===== src/rtl/io_ring_pkg.sv =====
// Shared encodings for the I/O ring sequencer: command modes and FSM states.
package io_ring_pkg;

    localparam logic [2:0] MODE_HOLD    = 3'd0;
    localparam logic [2:0] MODE_LOAD    = 3'd1;
    localparam logic [2:0] MODE_ROT_L   = 3'd2;
    localparam logic [2:0] MODE_ROT_R   = 3'd3;
    localparam logic [2:0] MODE_SHIFT_L = 3'd4;
    localparam logic [2:0] MODE_SHIFT_R = 3'd5;

    typedef enum logic [1:0] {
        ST_IDLE = 2'd0,
        ST_RUN  = 2'd1,
        ST_DONE = 2'd2
    } ring_state_e;

    function automatic logic mode_reserved(input logic [2:0] mode);
        return mode > MODE_SHIFT_R;
    endfunction

endpackage


===== src/rtl/io_ring_tick_gen.sv =====
// Clock-enable divider: tick is high for one cycle out of every CLK_DIV.
module io_ring_tick_gen
    import io_ring_pkg::*;
#(
    parameter int CLK_DIV = 1
) (
    input  logic clk,
    input  logic rst,
    input  logic clr,
    output logic tick
);

    localparam int DIV_W = (CLK_DIV > 1) ? $clog2(CLK_DIV) : 1;
    localparam logic [DIV_W-1:0] LAST = DIV_W'(CLK_DIV - 1);

    logic [DIV_W-1:0] cnt;

    // With CLK_DIV == 1 the counter stays at zero and tick is constantly high.
    assign tick = (cnt == LAST);

    always_ff @(posedge clk) begin
        if (rst || clr || tick) begin
            cnt <= '0;
        end else begin
            cnt <= cnt + DIV_W'(1);
        end
    end

endmodule


===== src/rtl/io_ring_seq.sv =====
// I/O ring sequencer: NUM_STAGES x DATA_W ring driven by load/rotate/shift commands,
// stepping at the rate of a clock-enable divider.
module io_ring_seq
    import io_ring_pkg::*;
#(
    parameter int NUM_STAGES = 4,
    parameter int DATA_W     = 1,
    parameter int CLK_DIV    = 1,
    parameter int CNT_W      = 8
) (
    input  logic                         clk,
    input  logic                         rst,
    input  logic [NUM_STAGES*DATA_W-1:0] io_in,
    output logic [NUM_STAGES*DATA_W-1:0] io_out,
    input  logic [DATA_W-1:0]            ser_in,
    output logic [DATA_W-1:0]            ser_out,
    input  logic                         cmd_valid,
    output logic                         cmd_ready,
    input  logic [2:0]                   cmd_mode,
    input  logic [CNT_W-1:0]             cmd_count,
    input  logic                         abort,
    output logic                         busy,
    output logic                         done,
    output logic                         cmd_err
);

    localparam int RW = NUM_STAGES * DATA_W;

    ring_state_e       state_q, state_d;
    logic [RW-1:0]     ring_q, ring_d;
    logic [DATA_W-1:0] ser_q, ser_d;
    logic [CNT_W-1:0]  rem_q;
    logic [2:0]        mode_q;
    logic              err_q;
    logic              tick, div_clr, accept, step;

    function automatic logic [CNT_W-1:0] steps_for(input logic [2:0] mode,
                                                   input logic [CNT_W-1:0] count);
        case (mode)
            MODE_HOLD: return '0;
            MODE_LOAD: return CNT_W'(1);
            default:   return count;
        endcase
    endfunction

    // Divider only runs while a command is active, so the first step lands CLK_DIV cycles after accept.
    assign div_clr = (state_q != ST_RUN) || abort;

    io_ring_tick_gen #(.CLK_DIV(CLK_DIV)) u_tick (
        .clk  (clk),
        .rst  (rst),
        .clr  (div_clr),
        .tick (tick)
    );

    always_ff @(posedge clk) begin
        if (rst) begin
            state_q <= ST_IDLE;
        end else begin
            state_q <= state_d;
        end
    end

    always_comb begin
        state_d = state_q;
        accept  = 1'b0;
        step    = 1'b0;
        case (state_q)
            ST_IDLE: begin
                if (cmd_valid) begin
                    accept = 1'b1;
                    if (!mode_reserved(cmd_mode)) state_d = ST_RUN;
                end
            end
            ST_RUN: begin
                // Abort wins over a coincident tick; a zero-step command leaves after one cycle.
                if (abort) begin
                    state_d = ST_IDLE;
                end else if (rem_q == '0) begin
                    state_d = ST_DONE;
                end else if (tick) begin
                    step = 1'b1;
                    if (rem_q == CNT_W'(1)) state_d = ST_DONE;
                end
            end
            ST_DONE: state_d = ST_IDLE;
            default: state_d = ST_IDLE;
        endcase
    end

    always_comb begin
        ring_d = ring_q;
        ser_d  = ser_q;
        case (mode_q)
            MODE_LOAD: ring_d = io_in;
            MODE_ROT_L: begin
                for (int k = 0; k < NUM_STAGES; k++)
                    ring_d[k*DATA_W +: DATA_W] = ring_q[((k + NUM_STAGES - 1) % NUM_STAGES)*DATA_W +: DATA_W];
            end
            MODE_ROT_R: begin
                for (int k = 0; k < NUM_STAGES; k++)
                    ring_d[k*DATA_W +: DATA_W] = ring_q[((k + 1) % NUM_STAGES)*DATA_W +: DATA_W];
            end
            MODE_SHIFT_L: begin
                ring_d[0 +: DATA_W] = ser_in;
                for (int k = 1; k < NUM_STAGES; k++)
                    ring_d[k*DATA_W +: DATA_W] = ring_q[(k-1)*DATA_W +: DATA_W];
                ser_d = ring_q[(NUM_STAGES-1)*DATA_W +: DATA_W];
            end
            MODE_SHIFT_R: begin
                ring_d[(NUM_STAGES-1)*DATA_W +: DATA_W] = ser_in;
                for (int k = 0; k < NUM_STAGES - 1; k++)
                    ring_d[k*DATA_W +: DATA_W] = ring_q[(k+1)*DATA_W +: DATA_W];
                ser_d = ring_q[0 +: DATA_W];
            end
            default: ;
        endcase
    end

    always_ff @(posedge clk) begin
        if (rst) begin
            ring_q <= '0;
            ser_q  <= '0;
            rem_q  <= '0;
            mode_q <= MODE_HOLD;
            err_q  <= 1'b0;
        end else begin
            err_q <= accept && mode_reserved(cmd_mode);
            if (accept) begin
                mode_q <= cmd_mode;
                rem_q  <= steps_for(cmd_mode, cmd_count);
            end
            if (step) begin
                ring_q <= ring_d;
                ser_q  <= ser_d;
                rem_q  <= rem_q - CNT_W'(1);
            end
        end
    end

    assign io_out    = ring_q;
    assign ser_out   = ser_q;
    assign cmd_ready = (state_q == ST_IDLE);
    assign busy      = (state_q == ST_RUN);
    assign done      = (state_q == ST_DONE);
    assign cmd_err   = err_q;

endmodule


===== config.mk =====
export PLATFORM = sky130hd
export DESIGN_NAME = io_ring_seq
export DESIGN_NICKNAME = d
export VERILOG_FILES = /design/src/rtl/io_ring_pkg.sv /design/src/rtl/io_ring_tick_gen.sv /design/src/rtl/io_ring_seq.sv
export SDC_FILE = /design/constraint.sdc
export NUM_CORES = 1
export LEC_CHECK = 0
export CELL_PAD_IN_SITES_DETAIL_PLACEMENT = 1
export CELL_PAD_IN_SITES_GLOBAL_PLACEMENT = 2
export CORE_MARGIN = 5
export CORE_UTILIZATION = 29
export CTS_CLUSTER_SIZE = 30
export DETAILED_ROUTE_END_ITERATION = 12
export GPL_TIMING_DRIVEN = 0
export HOLD_SLACK_MARGIN = 0.02
export PLACE_DENSITY = 0.87
export REMOVE_ABC_BUFFERS = 1
export SYNTH_ARGS = -nofsm -noshare
export SYNTH_HDL_FRONTEND = slang
export SYNTH_SLANG_ARGS = --single-unit

===== constraint.sdc =====
create_clock -name clk -period 2.3 [get_ports clk]
set_clock_uncertainty 0.2 [all_clocks]
set_input_delay 0.46 -clock clk [delete_from_list [all_inputs] [get_ports clk]]
set_output_delay 0.46 -clock clk [all_outputs]
set_load 0.03 [all_outputs]

==> flow_metrics.py <==
metrics = {
    "status": {
        "status": "finished, final reports clean",
    },
    "die": {
        "fp.dieArea_mm2": 0.00571,
        "core-area_mm2": 0.00409,
        "rows": 23,
        "ioPinCount": 29,
        "chipWidth_um": 75.6,
        "die_height_um": 75.6,
        "initial_utilization_pct": 30.5,
    },
    "final_layout": {
        "syn2layout_area_growth_pct": 34.0,
        "fin_cells": 223,
        "layout-drive-gt1-share_pct": 9.25,
        "finalNetCount": 198,
        "diodes": 0,
        "fin_area_mm2": 0.00167,
        "utilization_pct": 40.9,
    },
    "power": {
        "pwr-share-seq_pct": 43.8,
        "cellPowerDensity_mw_per_mm2": 541,
        "swShare_pct": 31.3,
        "p_clk_share_pct": 31.1,
        "total_power_mw": 0.904,
        "intPower_mw": 0.621,
        "p_leak_nw": 0.607,
        "switching_power_mw": 0.283,
        "peakVddDrop_v": 0.000202,
        "comb_power_share_pct": 25.1,
    },
    "setup_path": {
        "slowest_delay_ps": 540,
        "critical_path_class": "flop to flop",
        "critPathMaxFanout": 6,
        "crit_chain": "inv_1, ha_1, or4b_4, o221ai_4, nor2b_1, nor3_1",
        "cp.required_ps": 2210,
        "critPathLaunchType": "flop",
        "end_kind": "flop",
        "slowest_stage": "or4b_4",
        "crit_arrival_ps": 2050,
    },
    "clock_tree": {
        "clock_latency_ps": 270,
        "cts_buffer_depth": 2,
        "cts_tree": "yes",
        "cts_root_buffer": "clkbuf_8",
        "cts_made_buffers": 3,
        "cts_sinks": 20,
        "clk_pin_slew_ps": 70,
        "ctsHoldBuffers": 0,
        "htree_levels": 1,
    },
    "drt": {
        "first_iter_violations": 61,
        "via_per_inst": 5.45,
        "top_layer": "met4",
        "wl_met3_um": 126,
        "met1_length_um": 1660,
        "num_vias": 1215,
        "drt-pass1-iter-count": 4,
        "ant_nets": 0,
        "drcViolationCount": 0,
        "wl_met2_um": 1750,
        "drt_wl_total_um": 3580,
        "wire_per_inst_um": 16.1,
    },
    "yosys": {
        "synthArstFlopShare_pct": 0,
        "syn_area_per_cell_um2": 8.65,
        "synthDistinctLibCells": 48,
        "synthTopCellsByCount": "dfxtp_1 (20), nand2_1 (12), nor2_1 (10), a21oi_1 (8)",
        "synth_top_area_share_pct": 32.1,
        "yosysMostFrequentCell": "dfxtp_1",
        "ys_warn_count": 0,
        "synth-edff-count": 0,
        "netlist_area_mm2": 0.00125,
        "synthTopCellsByArea": "dfxtp_1 (32%), mux2i_1 (5.6%), ha_1 (4.0%)",
        "yosys.area.top_type": "dfxtp_1",
        "ys_seq_area_share_pct": 32.1,
        "ys_seq_elements": 20,
        "syn_inst": 144,
        "ys.flop_type": "dfxtp_1",
    },
    "timing": {
        "fmax_mhz": 468,
        "hold_viol_final": 0,
        "fin_crit_sh_pct": 93.0,
        "slew_headroom_pct": 39.7,
        "worstMarginPinSlew_ps": 903,
        "setup_violations": 0,
        "drv_slew": 0,
        "period_needed_ps": 2140,
        "rsz0062_at_grt": "false",
    },
    "global_routing": {
        "grt_max_degree": 24,
        "antenna_found_initial": 0,
        "grt_overflow_total": 0,
        "grt_pass1_vias": 1267,
        "grt_use_total_pct": 13.5,
        "grt_pass1_wl_um": 5940,
    },
    "placed_design": {
        "portBuffers": 28,
        "hpwl_um": 2670,
        "dp.cells": 218,
        "placed_area_mm2": 0.00157,
        "place_congestion": 0.791,
    },
    "run": {
        "max_cap_viol_count": 0,
    },
    "min_path": {
        "hold_class": "flop to flop",
    },
}
==> path summary, 6_finish.rpt <==
kind / slack [ps] / cells past startpoint / from / to
max: 160 / 6 / rem_q[0] / io_out[1]
min: 320 / 2 / ser_out / ser_out
max reg2reg: 160 / 6 / rem_q[0] / io_out[1]
min reg2reg: 320 / 2 / ser_out / ser_out
==> through the flow <==
stage | setup WS (ps) | hold WS, ps | TNS, ps
after floorplan | 302 | 281 | 0
after global placement | -324 | 301 | -2220
after detailed placement | -356 | 319 | -2920
after CTS | 2.65 | 324 | 0
after global routing | 23.4 | 348 | 0
final | 162 | 319 | 0
==> layer usage <==
| layer | global-route usage [%] | vias up |
|---|---|---|
| met4 | 5.24 | 0 |
| met1 | 17.5 | 585 |
| met2 | 22.4 | 22 |
| met5 | 0 | - |
| li1 | - | 604 |
| met3 | 2.11 | 4 |
==> critical path, delay by kind of cell, from the launching register on <==
kind,cells,cell delay [ps]
adder cells (fa/ha/maj),1,260
flip-flops,1,360
AND/OR/NAND/NOR,3,780
AO/OA/AOI/OAI,1,270
buffers and inverters,1,120
==> cell families after synthesis <==
| kind of cell | after synthesis | share of synthesized area (%) |
|---|---|---|
| simple gates | 63 | 31.0 |
| compound gates | 35 | 21.0 |
| flops | 20 | 32.1 |
| buf+inv | 11 | 3.41 |
| mux | 9 | 7.43 |
| fa+ha+maj | 4 | 4.02 |
| other cells | 1 | 0.301 |
| xor+xnor | 1 | 0.703 |
==> flip-flops by register name, indices dropped and copies added (netlist names) <==
name,count
cmd_err,1
io_out,4
mode_q,3
rem_q,8
ser_out,1
state_q,2
u_tick.cnt,1
==> power groups by stage <==
stage / registers, mW / logic, mW / clock network (mW)
finish: 0.396 / 0.227 / 0.281
global route: 0.399 / 0.248 / 0.303
CTS: 0.395 / 0.222 / 0.294
detailed placement: 0.402 / 0.217 / 0
global placement: 0.401 / 0.214 / 0
floorplan: 0.398 / 0.134 / 0
==> cell type report <==
cell class / count / area (um^2)
repair buffers: 29 / 298
flip-flops and latches: 20 / 400
inverters: 7 / 26.3
multi-input cells: 113 / 828
clock buffers: 4 / 55.1
fillers: 490 / 2420
well taps: 50 / 62.6
==> cells in the final DEF (no fill, tap or decap), types with 3 or more instances in the layout <==
| cell type | n |
|---|---|
| mux2i_1 | 7 |
| nor2b_1 | 4 |
| nand3_1 | 4 |
| dlymetal6s2s_1 | 4 |
| a211oi_1 | 4 |
| nand2b_1 | 5 |
| nand2_1 | 12 |
| clkbuf_8 | 4 |
| dfxtp_1 | 20 |
| ha_1 | 4 |
| clkdlybuf4s50_1 | 24 |
| inv_1 | 7 |
| nor3_1 | 6 |
| nand3b_1 | 3 |
| nor2_1 | 10 |
| a21oi_1 | 8 |
| nand4_1 | 4 |
==> repair_timing <==
item / 4_1_cts / 5_1_grt
endpoints found under the setup margin: 2 / 9
setup buffers: 1 / 0
resized for setup: 1 / 7
No activity file was read; power rests on OpenSTA's default activity.
